## src/rtl/wb_commit_queue.sv

```systemverilog
// Writeback commit queue: merges ALU and LSU results round-robin into a small FIFO
// and drains one register-file write per cycle. Define WB_BYPASS_EN for same-cycle bypass.
module wb_commit_queue #(
    parameter int DEPTH = 4,
    parameter int CW    = $clog2(DEPTH + 1)
) (
    input  logic          clk,
    input  logic          reset,
    input  logic          alu_valid,
    output logic          alu_ready,
    input  logic [4:0]    alu_rd,
    input  logic [31:0]   alu_data,
    input  logic          lsu_valid,
    output logic          lsu_ready,
    input  logic [4:0]    lsu_rd,
    input  logic [31:0]   lsu_data,
    input  logic          flush,
    input  logic          rf_hold,
    output logic          rf_we,
    output logic [4:0]    rf_addr,
    output logic [31:0]   rf_data,
    output logic [CW-1:0] count,
    output logic          empty,
    output logic          full
);

    localparam int            AW      = $clog2(DEPTH);
    localparam logic [CW-1:0] DEPTH_C = CW'(DEPTH);

    typedef struct packed {
        logic [4:0]  rd;
        logic [31:0] data;
    } wb_entry_t;

    logic [CW-1:0] r_count;
    logic          r_pref;
    logic [AW-1:0] r_wr_ptr;
    logic [AW-1:0] r_rd_ptr;
    wb_entry_t     r_mem [DEPTH];

    logic [CW-1:0] w_free;
    logic          w_alu_xfer;
    logic          w_lsu_xfer;
    wb_entry_t     w_alu_res;
    wb_entry_t     w_lsu_res;
    wb_entry_t     w_first;
    wb_entry_t     w_second;
    logic          w_first_keep;
    logic          w_second_keep;
    wb_entry_t     w_c0;
    wb_entry_t     w_c1;
    logic          w_c0_valid;
    logic          w_c1_valid;
    wb_entry_t     w_st0;
    wb_entry_t     w_st1;
    logic          w_st0_valid;
    logic          w_st1_valid;
    logic          w_bypass;
    logic          w_deq;
    logic [CW-1:0] w_n_enq;
    wb_entry_t     w_head;

    // Readiness looks only at registered occupancy and pointer plus flush/reset,
    // so producers never see a ready that depends on their own valid.
    assign w_free    = DEPTH_C - r_count;
    assign alu_ready = !reset && !flush &&
                       ((w_free >= CW'(2)) || ((w_free == CW'(1)) && r_pref));
    assign lsu_ready = !reset && !flush &&
                       ((w_free >= CW'(2)) || ((w_free == CW'(1)) && !r_pref));

    assign w_alu_xfer = alu_valid && alu_ready;
    assign w_lsu_xfer = lsu_valid && lsu_ready;
    assign w_alu_res  = '{rd: alu_rd, data: alu_data};
    assign w_lsu_res  = '{rd: lsu_rd, data: lsu_data};

    always_comb begin
        // NOTE: every signal gets a default before any branch; a path that leaves one unassigned infers a latch.
        w_first       = w_lsu_res;
        w_second      = w_alu_res;
        w_first_keep  = 1'b0;
        w_second_keep = 1'b0;
        if (w_alu_xfer && w_lsu_xfer) begin
            if (r_pref) begin
                w_first  = w_alu_res;
                w_second = w_lsu_res;
            end
            w_first_keep  = (w_first.rd != 5'd0);
            w_second_keep = (w_second.rd != 5'd0);
        end else if (w_alu_xfer) begin
            w_first      = w_alu_res;
            w_first_keep = (alu_rd != 5'd0);
        end else if (w_lsu_xfer) begin
            w_first_keep = (lsu_rd != 5'd0);
        end
    end

    // Squeeze out x0 results so stored entries are always contiguous.
    always_comb begin
        w_c0       = w_first;
        w_c0_valid = w_first_keep;
        w_c1       = w_second;
        w_c1_valid = w_second_keep && w_first_keep;
        if (!w_first_keep) begin
            w_c0       = w_second;
            w_c0_valid = w_second_keep;
        end
    end

`ifdef WB_BYPASS_EN
    assign w_bypass = (r_count == '0) && !rf_hold && !flush && !reset && w_c0_valid;
`else
    assign w_bypass = 1'b0;
`endif

    always_comb begin
        w_st0       = w_c0;
        w_st0_valid = w_c0_valid;
        w_st1       = w_c1;
        w_st1_valid = w_c1_valid;
        if (w_bypass) begin
            w_st0       = w_c1;
            w_st0_valid = w_c1_valid;
            w_st1_valid = 1'b0;
        end
    end

    assign w_n_enq = CW'(w_st0_valid) + CW'(w_st1_valid);
    assign w_head  = r_mem[r_rd_ptr];
    assign w_deq   = (r_count != '0) && !rf_hold && !flush && !reset;

    always_comb begin
        rf_we   = 1'b0;
        rf_addr = 5'd0;
        rf_data = 32'd0;
        if (w_deq) begin
            rf_we   = 1'b1;
            rf_addr = w_head.rd;
            rf_data = w_head.data;
        end
`ifdef WB_BYPASS_EN
        else if (w_bypass) begin
            rf_we   = 1'b1;
            rf_addr = w_c0.rd;
            rf_data = w_c0.data;
        end
`endif
    end

    always_ff @(posedge clk) begin
        // NOTE: state registers use non-blocking assignments so every flop samples pre-edge values.
        if (reset) begin
            r_count  <= '0;
            r_pref   <= 1'b0;
            r_wr_ptr <= '0;
            r_rd_ptr <= '0;
        end else if (flush) begin
            r_count  <= '0;
            r_wr_ptr <= '0;
            r_rd_ptr <= '0;
        end else begin
            if (w_alu_xfer ^ w_lsu_xfer) begin
                r_pref <= !r_pref;
            end
            r_count  <= r_count + w_n_enq - CW'(w_deq);
            r_wr_ptr <= r_wr_ptr + AW'(w_n_enq);
            if (w_deq) begin
                r_rd_ptr <= r_rd_ptr + AW'(1);
            end
        end
    end

    always_ff @(posedge clk) begin
        // NOTE: entry storage has no reset; occupancy alone decides which slots are live.
        if (w_st0_valid) begin
            r_mem[r_wr_ptr] <= w_st0;
        end
        if (w_st1_valid) begin
            r_mem[r_wr_ptr + AW'(1)] <= w_st1;
        end
    end

    assign count = r_count;
    assign empty = (r_count == '0);
    assign full  = (r_count == DEPTH_C);

    a_count_bound: assert property (@(posedge clk) disable iff (reset) r_count <= DEPTH_C);
    a_no_x0_write: assert property (@(posedge clk) disable iff (reset) rf_we |-> (rf_addr != 5'd0));

endmodule

```

## config.mk

```make
export PLATFORM = sky130hd
export DESIGN_NAME = wb_commit_queue
export DESIGN_NICKNAME = d
export VERILOG_FILES = /design/src/rtl/wb_commit_queue.sv
export SDC_FILE = /design/constraint.sdc
export NUM_CORES = 1
export LEC_CHECK = 0
export BUFFER_PORTS_ARGS = -buffer_cell sky130_fd_sc_hd__buf_2
export CORE_ASPECT_RATIO = 1.5
export CORE_UTILIZATION = 53
export DETAILED_ROUTE_END_ITERATION = 12
export PLACE_DENSITY_LB_ADDON = 0.08
export REMOVE_ABC_BUFFERS = 1
export SETUP_SLACK_MARGIN = 0.2
export SYNTH_ARGS = -nofsm -noshare
export SYNTH_HDL_FRONTEND = slang
export SYNTH_SLANG_ARGS = --single-unit
export TNS_END_PERCENT = 10
```

## constraint.sdc

```tcl
create_clock -name clk -period 6.59 [get_ports clk]
set_input_delay 0.9885 -clock clk [delete_from_list [all_inputs] [get_ports clk]]
set_output_delay 0.9885 -clock clk [all_outputs]
set_load 0.01 [all_outputs]
```

==> flow_metrics.tcl <==
set metrics [dict create \
    drive_above_1_share_pct 49.6 \
    grt_first_pass_wirelength_um 32800 \
    track_usage_pct 25.1 \
    ctsResizeCount 0 \
    dr.first_iter.drc_count 341 \
    rows 58 \
    crit_slowest_cell "buf_4" \
    fin_setup_tns_ns 0 \
    syn_inst 602 \
    h-tree-depth 4 \
    cts_tree "yes" \
    avgSynthCellArea_um2 15.1 \
    areaGrowthSynthToFinish_pct 14.5 \
    synth_cell_types 56 \
    hp-class "register to register" \
    path_max_fanout 33 \
    ys_top_cells_by_area "edfxtp_1 49%, mux2_4 9.6%, mux4_2 9.1%" \
    layout.nets 808 \
    yosys_warnings 0 \
    slew_headroom_pct 28.8 \
    setup_viol 0 \
    fin_crit_sh_pct 81.6 \
    dieArea_mm2 0.0177 \
    core-area_mm2 0.0168 \
    required_ns 6.76 \
    wl_per_cell_um 22.6 \
    reg2reg_from "count[1]" \
    cts.sinks 158 \
    synth_top_area_share_pct 48.7 \
    maxCapViolCount 0 \
    numCtsBuffers 17 \
    synth_edf_count 148 \
    setup_ws_ns 1.21 \
    crit_arrival_ns 5.55 \
    crit_family "simple AND/OR/NAND/NOR gates" \
    synth-async-reset-ratio_pct 0 \
    path_buf_inv 2 \
    fmax_ghz 0.186 \
    cts_root_buf "clkbuf_16" \
    peakVddDrop_uv 168 \
    start_util_pct 54.4 \
    cp-startpoint "count[1]" \
    drc 0 \
    ys_seq_area_share_pct 50.9 \
    timing_max_transition_violations_final 0 \
    fin_worst_skew_ns 0.0117 \
    cts_hold_buf 0 \
    clk_latency_ns 0.42 \
    leakage_uw 0.00400 \
    layoutNonFillerInstCount 941 \
    period_needed_ns 5.38 \
    crit_path_cell_trace "inv_1 > ha_1 > ha_1 > or3b_4 > o211a_4 > ha_1 > nand4_1 > nand2_1 > a31oi_1 > ha_1 > nand2_1 > nor2_1 > o21ai_0 > o21ba_2 > buf_4 > mux2_2" \
    clk_path_buf_depth 2 \
    vias 5740 \
    hold_viol 0 \
    netlist_area_mm2 0.00912 \
    gp_congestion 0.909 \
    die_y_um 163 \
    endpoint_kind "register" \
    overflow 0 \
    cts_setup_buffers 0 \
    status "finished clean" \
    io_pins 125 \
    cp_slowest_stage_delay_ns 0.55 \
    yosysMostFrequentCell "edfxtp_1" \
    wl_um 21300 \
    antenna_found_initial 4 \
    port_buffers 124 \
    worst_path_most_repeated_cell "ha_1" \
    drtAntennaViolNets 0 \
    dpl_worst_slack_ns 1.08 \
    synth_common_cells "148 x edfxtp_1, 70 x mux2_2, 58 x mux2_4" \
    grt_max_degree 41 \
    dpl_cell_area_mm2 0.00984 \
    vias_per_cell 6.10 \
    dr.pass1.iters 5 \
    post-place-cells 906 \
    worst_pin_slew_ns 1.07 \
    ys.flop_type "edfxtp_1" \
    rsz0062_at_grt "no" \
    startpoint_type "register" \
    crit_type "register to register" \
    hold_ws_ns 0.553 \
    ys_ff_latch 158 \
    clkTransAtPathRegs_ns 0.07 \
    p_per_area_mw_per_mm2 231 \
    dieWidth_um 109 \
    hp-start "r_rd_ptr[1]" \
    yosysTopAreaCell "edfxtp_1" \
    grt_pass1_vias 6041 \
    fin_area_mm2 0.0104 \
    dpl.hpwl_um 13500 \
]
-- cell usage in the layout (no fill, tap or decap), types with 13 or more instances in the layout --
cell type    n
inv_1       13
nor2_1      33
and3_1      39
mux2_2      70
mux2_4      58
edfxtp_1   148
clkbuf_16   21
o21ai_0     17
buf_2      124
mux4_2      37
a21oi_1     13
-- stage by stage --
step                      utilization [%]  power, uW
after global placement               58.7       1440
after CTS                            62.2       2420
after detailed placement             58.7       1450
after global routing                 62.3       2480
after floorplan                         -       1350
final                                62.3       2410
-- power breakdown --
| part | total (uW) | internal (uW) | switching (uW) |
|---|---|---|---|
| combinational | 280 | 142 | 138 |
| clock | 987 | 578 | 409 |
| sequential | 1140 | 1140 | 9.35 |
| total | 2410 | 1860 | 556 |
-- layer usage --
| metal | track usage [%] | wire length, um | up-vias | share of wire (%) |
|---|---|---|---|---|
| met5 | 0 | 13 | - | 0.061 |
| met4 | 7.99 | 315 | 2 | 1.5 |
| met3 | 5.16 | 1010 | 25 | 4.8 |
| met2 | 45.5 | 11600 | 172 | 55 |
| met1 | 28.9 | 8310 | 2935 | 39 |
| li1 | - | - | 2606 | - |
-- worst register-to-register path: cells and delay by family (launching register included) --
kind / cells / cell delay [ns]
fa+ha+maj: 4 / 1.23
compound gates: 4 / 1.01
flops: 1 / 0.39
simple gates: 5 / 1.42
buf+inv: 2 / 0.64
mux: 1 / 0.44
-- sequential cells by signal (all words and copies together), names as in the netlist, named ones only --
name / count
r_pref: 1
count: 3
r_wr_ptr: 2
r_mem: 148
r_rd_ptr: 2
-- kinds of logic after synthesis --
kind of cell	Yosys count	synth area share, %
flops	158	50.9
simple gates	117	7.55
mux	181	29.1
xor+xnor	7	0.672
buf+inv	55	3.98
fa+ha+maj	13	1.87
compound gates	71	5.85
-- worst paths after layout --
path | endpoint | slack (ns) | depth (start not counted)
worst max-delay path | r_mem[2][0] | 1.21 | 16
worst min-delay path | register | 0.55 | 2
worst max register to register | r_mem[2][0] | 1.21 | 16
worst min register to register | register | 0.55 | 2
-- final cells by class --
cell class | instances | area (um2)
diodes | 3 | 7.51
clock buffers | 24 | 537
clock inverters | 8 | 62.6
fillers | 1317 | 6320
inverters | 13 | 48.8
multi-input cells | 389 | 4150
flip-flops and latches | 158 | 4650
well taps | 210 | 263
repair buffers | 136 | 723
Power figures use the tool's default switching activity.
